File: config.mk
export PLATFORM = sky130hd
export DESIGN_NAME = uart_rx_cfg
export DESIGN_NICKNAME = d
export VERILOG_FILES = /design/src/rtl/uart_rx_cfg.sv
export SDC_FILE = /design/constraint.sdc
export NUM_CORES = 1
export LEC_CHECK = 0
export CORE_ASPECT_RATIO = 1.4
export CORE_MARGIN = 3
export CORE_UTILIZATION = 55
export DETAILED_ROUTE_END_ITERATION = 10
export HOLD_SLACK_MARGIN = 0.05
export MAX_ROUTING_LAYER = met4
export PLACE_DENSITY = 0.77
export SLEW_MARGIN = 40
export SYNTH_ARGS = -nofsm -noshare
export SYNTH_HDL_FRONTEND = slang
export SYNTH_SLANG_ARGS = --single-unit
File: constraint.sdc
create_clock -name rx_clk -period 3.9 [get_ports rx_clk]
set_input_delay 0.585 -clock rx_clk [delete_from_list [all_inputs] [get_ports rx_clk]]
set_output_delay 0.585 -clock rx_clk [all_outputs]
set_load 0.005 [all_outputs]
File: src/rtl/uart_rx_cfg.sv
// ============================================================================
// Module   : uart_rx_cfg
// Brief    : Parametrised UART receiver (5-9 data bits, optional parity, 1/2
//            stop bits) with 3-sample majority vote and valid/ready delivery.
// Revision : 1.0 - initial release
// ============================================================================
`default_nettype none

module uart_rx_cfg #(
    parameter int CLK_PER_BIT = 16,
    parameter int DATA_BITS   = 8,
    parameter int PARITY_EN   = 0,
    parameter int PARITY_ODD  = 0,
    parameter int STOP_BITS   = 1
) (
    input  logic                 rx_clk,
    input  logic                 rx_rst,
    input  logic                 rx_en,
    input  logic                 rx_in,
    input  logic                 rx_ready,
    output logic [DATA_BITS-1:0] rx_data,
    output logic                 rx_valid,
    output logic                 rx_parity_err,
    output logic                 rx_frame_err,
    output logic                 rx_overrun,
    output logic                 rx_busy
);

    localparam int CNT_W = $clog2(CLK_PER_BIT);
    localparam int IDX_W = 4;
    localparam int MID   = CLK_PER_BIT / 2;

    localparam logic [CNT_W-1:0] c_cnt_last  = CNT_W'(CLK_PER_BIT - 1);
    localparam logic [CNT_W-1:0] c_mid_m1    = CNT_W'(MID - 1);
    localparam logic [CNT_W-1:0] c_mid       = CNT_W'(MID);
    localparam logic [CNT_W-1:0] c_mid_p1    = CNT_W'(MID + 1);
    localparam logic [IDX_W-1:0] c_data_last = IDX_W'(DATA_BITS - 1);
    localparam logic [IDX_W-1:0] c_stop_last = IDX_W'(STOP_BITS - 1);
    localparam logic             c_par_odd   = (PARITY_ODD != 0);
    localparam logic             c_par_en    = (PARITY_EN != 0);

    typedef enum logic [2:0] {
        S_IDLE   = 3'd0,
        S_START  = 3'd1,
        S_DATA   = 3'd2,
        S_PARITY = 3'd3,
        S_STOP   = 3'd4
    } state_t;

    state_t                 state_q, state_d;
    logic                   sync1_q, sync2_q, prev_q;
    logic [CNT_W-1:0]       cnt_q, cnt_d;
    logic [IDX_W-1:0]       idx_q, idx_d;
    logic [DATA_BITS-1:0]   shreg_q, shreg_d;
    logic                   s0_q, s0_d, s1_q, s1_d;
    logic                   par_pend_q, par_pend_d;
    logic [DATA_BITS-1:0]   data_q, data_d;
    logic                   valid_q, valid_d;
    logic                   par_err_q, par_err_d;
    logic                   ferr_q, ferr_d;
    logic                   ovr_q, ovr_d;

    logic cnt_wrap, decide, maj, par_exp, frame_ok, frame_bad;

    assign cnt_wrap = (cnt_q == c_cnt_last);
    assign decide   = (cnt_q == c_mid_p1);
    // Third sample is the live synchronised value at the decision cycle.
    assign maj      = (s0_q & s1_q) | (s0_q & sync2_q) | (s1_q & sync2_q);
    assign par_exp  = (^shreg_q) ^ c_par_odd;

    always_comb begin
        state_d    = state_q;
        cnt_d      = cnt_q;
        idx_d      = idx_q;
        shreg_d    = shreg_q;
        s0_d       = s0_q;
        s1_d       = s1_q;
        par_pend_d = par_pend_q;
        frame_ok   = 1'b0;
        frame_bad  = 1'b0;

        if (state_q != S_IDLE) begin
            cnt_d = cnt_wrap ? '0 : cnt_q + CNT_W'(1);
            if (cnt_q == c_mid_m1) s0_d = sync2_q;
            if (cnt_q == c_mid)    s1_d = sync2_q;
        end

        case (state_q)
            S_IDLE: begin
                cnt_d = '0;
                idx_d = '0;
                if (rx_en && !sync2_q && prev_q) begin
                    state_d    = S_START;
                    par_pend_d = 1'b0;
                end
            end
            S_START: begin
                if (decide && maj) begin
                    state_d = S_IDLE;
                end else if (cnt_wrap) begin
                    state_d = S_DATA;
                    idx_d   = '0;
                end
            end
            S_DATA: begin
                if (decide) shreg_d = {maj, shreg_q[DATA_BITS-1:1]};
                if (cnt_wrap) begin
                    if (idx_q == c_data_last) begin
                        idx_d   = '0;
                        state_d = c_par_en ? S_PARITY : S_STOP;
                    end else begin
                        idx_d = idx_q + IDX_W'(1);
                    end
                end
            end
            S_PARITY: begin
                if (decide) par_pend_d = (maj != par_exp);
                if (cnt_wrap) begin
                    idx_d   = '0;
                    state_d = S_STOP;
                end
            end
            S_STOP: begin
                // The final stop bit completes at its decision point, leaving
                // half a bit of slack for back-to-back frames.
                if (decide && !maj) begin
                    frame_bad = 1'b1;
                    state_d   = S_IDLE;
                end else if (decide && (idx_q == c_stop_last)) begin
                    frame_ok = 1'b1;
                    state_d  = S_IDLE;
                end else if (cnt_wrap) begin
                    idx_d = idx_q + IDX_W'(1);
                end
            end
            default: state_d = S_IDLE;
        endcase

        if (!rx_en) begin
            state_d   = S_IDLE;
            cnt_d     = '0;
            idx_d     = '0;
            shreg_d   = '0;
            frame_ok  = 1'b0;
            frame_bad = 1'b0;
        end
    end

    always_comb begin
        data_d    = data_q;
        valid_d   = valid_q;
        par_err_d = par_err_q;
        ferr_d    = frame_bad;
        ovr_d     = 1'b0;
        if (valid_q && rx_ready) valid_d = 1'b0;
        if (frame_ok) begin
            if (!valid_q || rx_ready) begin
                data_d    = shreg_q;
                par_err_d = par_pend_q;
                valid_d   = 1'b1;
            end else begin
                ovr_d = 1'b1;
            end
        end
    end

    always_ff @(posedge rx_clk) begin
        if (rx_rst) begin
            sync1_q    <= 1'b1;
            sync2_q    <= 1'b1;
            prev_q     <= 1'b1;
            state_q    <= S_IDLE;
            cnt_q      <= '0;
            idx_q      <= '0;
            shreg_q    <= '0;
            s0_q       <= 1'b0;
            s1_q       <= 1'b0;
            par_pend_q <= 1'b0;
            data_q     <= '0;
            valid_q    <= 1'b0;
            par_err_q  <= 1'b0;
            ferr_q     <= 1'b0;
            ovr_q      <= 1'b0;
        end else begin
            sync1_q    <= rx_in;
            sync2_q    <= sync1_q;
            prev_q     <= sync2_q;
            state_q    <= state_d;
            cnt_q      <= cnt_d;
            idx_q      <= idx_d;
            shreg_q    <= shreg_d;
            s0_q       <= s0_d;
            s1_q       <= s1_d;
            par_pend_q <= par_pend_d;
            data_q     <= data_d;
            valid_q    <= valid_d;
            par_err_q  <= par_err_d;
            ferr_q     <= ferr_d;
            ovr_q      <= ovr_d;
        end
    end

    assign rx_data       = data_q;
    assign rx_valid      = valid_q;
    assign rx_parity_err = par_err_q;
    assign rx_frame_err  = ferr_q;
    assign rx_overrun    = ovr_q;
    assign rx_busy       = (state_q != S_IDLE);

endmodule

`default_nettype wire

# Word level (Yosys, flattened, before mapping)
# Index checks and enable logic that the tools add are counted.
[op_classes]
addsub = 2
eq_ne = 21
mux = 30
bitwise_logic = 8
n_reduce_logical = 27
[op_table]
columns = ["operator", "n"]
rows = [
  ["4-bit 2-to-1 mux", 8],
  ["3-bit 2-to-1 mux", 8],
  ["4-bit one-hot mux with 5 select lines", 1],
  ["2-bit != test, second input constant", 9],
  ["3-bit one-hot mux with 5 select lines", 1],
  ["4-bit equality test, second input constant", 3],
  ["6-bit AND reduction", 2],
  ["1-bit 2-to-1 mux", 11],
  ["4-bit by 1-bit adder with 4-bit output, second input constant", 2],
  ["4-bit by 3-bit equality test with 1-bit output, second input constant", 2],
  ["2-bit AND reduction", 4],
  ["8-bit XOR reduction", 1],
  ["3-bit by 2-bit equality test with 1-bit output, second input constant", 2],
  ["1-bit logical AND", 6],
  ["3-bit != test, second input constant", 2],
  ["3-bit OR reduction", 2],
  ["5-bit nonzero test", 1],
  ["4-bit logical NOT", 1],
  ["2-bit OR reduction", 2],
  ["1-bit bitwise AND", 3],
  ["3-bit by 1-bit equality test with 1-bit output, second input constant", 1],
  ["3-bit equality test, second input constant", 1],
  ["1-bit logical NOT", 3],
  ["3-bit logical NOT", 1],
  ["other kinds (8)", 11],
]
[totals]
reg_bits = 37
output_inout_bits = 13
word_cells = 103

# Logic depth before layout (Yosys ltp)
[logic_depth]
ltp_word = 10
depth_mapped = 7
ltp_nobuf = 6

# Least setup slack after synthesis
# OpenSTA, ideal clock, no wires.
[synth_timing]
path_kind = "reg2reg"
start = "register idx_q[0]"
end = "register data_q[1] (netlist: rx_data[1])"
setup_time_ns = 0.132
t_arrival_ns = 1.644
required_time_ns = 3.768
path_slack_ns = 2.124
stages_incl_launch_ff = 8
path_cell_list = "dfxtp_1 inv_1 ha_1 or3b_1 or3_1 buf_4 o31ai_2 a21oi_1"
[synth_between]
elab_chain_len = 7
[synth_lines]
columns = ["element", "line", "rtl"]
rows = [
  ["start: declaration", "53", "logic [IDX_W-1:0] idx_q, idx_d;"],
  ["start signal: assignment", "190", "idx_q <= idx_d;"],
  ["4-bit logical NOT", "129", "end else if (decide && (idx_q == c_stop_last)) begin"],
  ["1-bit logical AND", "129", ""],
  ["1-bit 2-to-1 mux", "129", ""],
  ["1-bit 2-to-1 mux", "126", "if (decide && !maj) begin"],
  ["1-bit 2-to-1 mux", "88", "case (state_q)"],
  ["1-bit 2-to-1 mux", "139", "if (!rx_en) begin"],
  ["2-bit AND reduction (no line)", "-", ""],
  ["end signal: assignment", "195", "data_q <= data_d;"],
  ["end: declaration", "57", "logic [DATA_BITS-1:0] data_q, data_d;"],
]
# Every way passes these cells.
# A chain may end at the register's enable or synchronous reset.

# Worst setup path in the final report
[layout_timing]
start = "register state_q[1]"
end = "output rx_busy"
[layout_between]
elab_chain_len = 1
[layout_lines]
columns = ["element", "line", "rtl"]
rows = [
  ["start: declaration", "50", "state_t state_q, state_d;"],
  ["start signal: assignment", "188", "state_q <= state_d;"],
  ["3-bit nonzero test", "208", "assign rx_busy = (state_q != S_IDLE);"],
  ["end: declaration", "26", "output logic rx_busy"],
]
# Every way passes these cells.

==> flow_summary.ini <==
[status]
status = completed

[synth]
synth_top_area_frac = 0.407
seq_area_frac_synth = 0.407
synthFlopType = dfxtp_1
ys_types = 44
syn_area_sq_mm = 0.00182
ys_warn_count = 0
synth_common_cells = 37 x dfxtp_1, 17 x nor2_1, 14 x a21oi_1, 13 x nand4_1, 11 x mux2i_1
synth_edf_count = 0
synthTopCellsByArea = dfxtp_1 41%, o31ai_2 6.2%, mux2i_1 6.1%, nand4_1 4.5%, a21oi_1 3.9%
synthCells = 195
synth_area_per_cell_sq_um = 9.32
synth_top_area_cell = dfxtp_1
async_flop_share = 0
syn_nets = 205
synth-seq-cells = 37
synth_most_common_cell = dfxtp_1

[cts]
cts_inserted_buffers = 5
cts_max_level = 2
clock-root-buffer = clkbuf_8
holdBufCountCts = 0
clockBufferDepth = 2
cts_tree = done
clk_pin_slew_ns = 0.07
post_cts_buffers = 0
cts.sinks = 37
clk_latency_ns = 0.28
cts_resized = 0

[job]
maxCapViolations = 0

[route]
drt.antenna.violating_nets = 0
drt_iter0_drc = 31
route.detailed.drc = 0
first_pass_iters = 4
routed_wl_um = 3820
vias = 1490
routed_via_density = 6.08
wl_per_cell_um = 15.6

[setup_path]
arrival_ns = 1.69
r2r_end = rx_data[7]
setup.worst_path.end_class = output port
cp_max_fo = 12
reg2reg_depth = 4
cp-start-kind = flip-flop
ff2ff_setup_slack_ns = 1.78
path_class = reg2out
crit_required_ns = 3.31
r2r_start = state_q[2]

[global_route]
grt_overflow = 0
grt_usage = 0.226
grt_antenna_before_repair = 0
grt_pass1_wl_um = 6490
grt_pass1_vias = 1464
grt_max_degree = 21

[min_path]
hold_depth = 1
whs_endpoint = sync2_q
hp-class = reg2reg
hold_start = sync1_q

[sta]
relSlewSlack = 0.501
tightestPinTransition_ns = 0.744
fin_crit_ns = 2.27
skew_ns = 0.00698
finalCritPeriodShare = 0.582
finalSetupTns_ns = 0
max_freq_mhz = 440
slew_violations = 0
whs_ns = 0.415
hold_viol = 0
setup_viol = 0
grt_setup_unrepaired = false

[floorplan]
die_x_um = 54.6
num_rows = 24
coreArea_sq_mm = 0.00315
start_util = 0.577
dieHeight_um = 74.0
dieArea_sq_mm = 0.00404
ios = 18

[power_and_ir_drop]
powerDensity_mw_per_mm2 = 329
p_sw_mw = 0.138
pwr-share-comb = 0.023
peakVddDrop_mv = 0.298
p_seq_frac = 0.556
p_leak_nw = 0.694
internal_power_mw = 0.546
power.share.switching = 0.202
power_frac_clock = 0.421

[placed_design]
portBuffers = 17
gp_congestion = 0.914
place_hpwl_um = 2870

[finish]
layout-drive-gt1-share = 0.121
fill_cells = 278
syn_to_final_growth_pct = 14.2
multi_input_area_sq_um = 993
seq_area_sq_um = 741
final_core_util = 0.659
fin_nets = 215
diodes = 0
-- stage by stage --
stage / total power, mW / setup slack, ns / cells / cell area (sq um)
after CTS: 0.694 / 1.62 / 245 / 2080
after floorplan: 0.398 / 2.12 / 195 / 1820
after detailed placement: 0.405 / 1.49 / 237 / 1980
after global placement: 0.404 / 1.59 / 237 / 1970
after global routing: 0.708 / 1.57 / 245 / 2080
final: 0.684 / 1.63 / 245 / 2080
-- power groups by stage --
| stage | logic [mW] | registers [mW] | clock network, mW |
|---|---|---|---|
| floorplan | 0.00961 | 0.388 | 0 |
| CTS | 0.0157 | 0.380 | 0.298 |
| global route | 0.0173 | 0.380 | 0.310 |
| detailed placement | 0.0157 | 0.389 | 0 |
| finish | 0.0158 | 0.380 | 0.288 |
| global placement | 0.0151 | 0.389 | 0 |
-- metal layers --
metal | track usage | vias up | share of wire
met5 | - | - | 0
met4 | 0.133 | 0 | 0.036
met3 | 0.0401 | 13 | 0.036
met2 | 0.380 | 43 | 0.53
met1 | 0.237 | 706 | 0.39
li1 | - | 728 | -
-- cells in the final DEF, fill, tap and decap left out, types with 3 or more instances in the layout --
cell             instances
nor2_1                  17
xnor2_1                  7
nand2_1                  9
dfxtp_1                 37
mux2i_1                 11
and3_1                   3
clkdlybuf4s50_1         17
nand2b_1                 3
o21ai_0                  3
nand3_1                  4
nand4_1                 13
a21oi_1                 14
ha_1                     5
clkbuf_8                 7
inv_1                    6
nor3_1                   3
or3_1                    3
or2_2                    4
o31ai_2                  9
-- worst max-delay path: stages (launching register included) --
cell	delay [ns]
dfxtp_1	0.44
or3_1	0.48
clkdlybuf4s50_1	0.48
-- kinds of logic after synthesis --
family | Yosys count | synth area share
and+or+nand+nor | 75 | 0.234
AOI/OAI and AO/OA | 37 | 0.159
DFF | 37 | 0.407
buffers and inverters | 20 | 0.0475
muxes | 11 | 0.0606
xor gates and xnor gates | 8 | 0.0461
adders and majority gates | 7 | 0.0454
-- registers in the layout, indices dropped and copies added (netlist names), 3 cells and up --
name and cells:
shreg_q 8, state_q 3, rx_data 8, cnt_q 4, idx_q 4
-- how the worst max path moves through the flow --
stage	startpoint	endpoint	slack, ns
2_1_floorplan	idx_q[0]	rx_data[1]	2.12
4_1_cts	state_q[2]	rx_busy	1.62
3_5_place_dp	rx_rst	state_q[1]	1.49
5_1_grt	state_q[2]	rx_busy	1.57
3_3_place_gp	rx_en	rx_data[0]	1.59
6_report	state_q[1]	rx_busy	1.63
-- cell type report --
| type | instances | area share |
|---|---|---|
| timing repair buffer | 17 | 0.0819 |
| inverter | 6 | 0.0108 |
| clock buffer | 7 | 0.0464 |
| sequential | 37 | 0.357 |
| clock inverter | 1 | 0.00241 |
| tap | 39 | 0.0235 |
| multi-input combinational | 138 | 0.478 |
(Power assumes the default switching activity.)
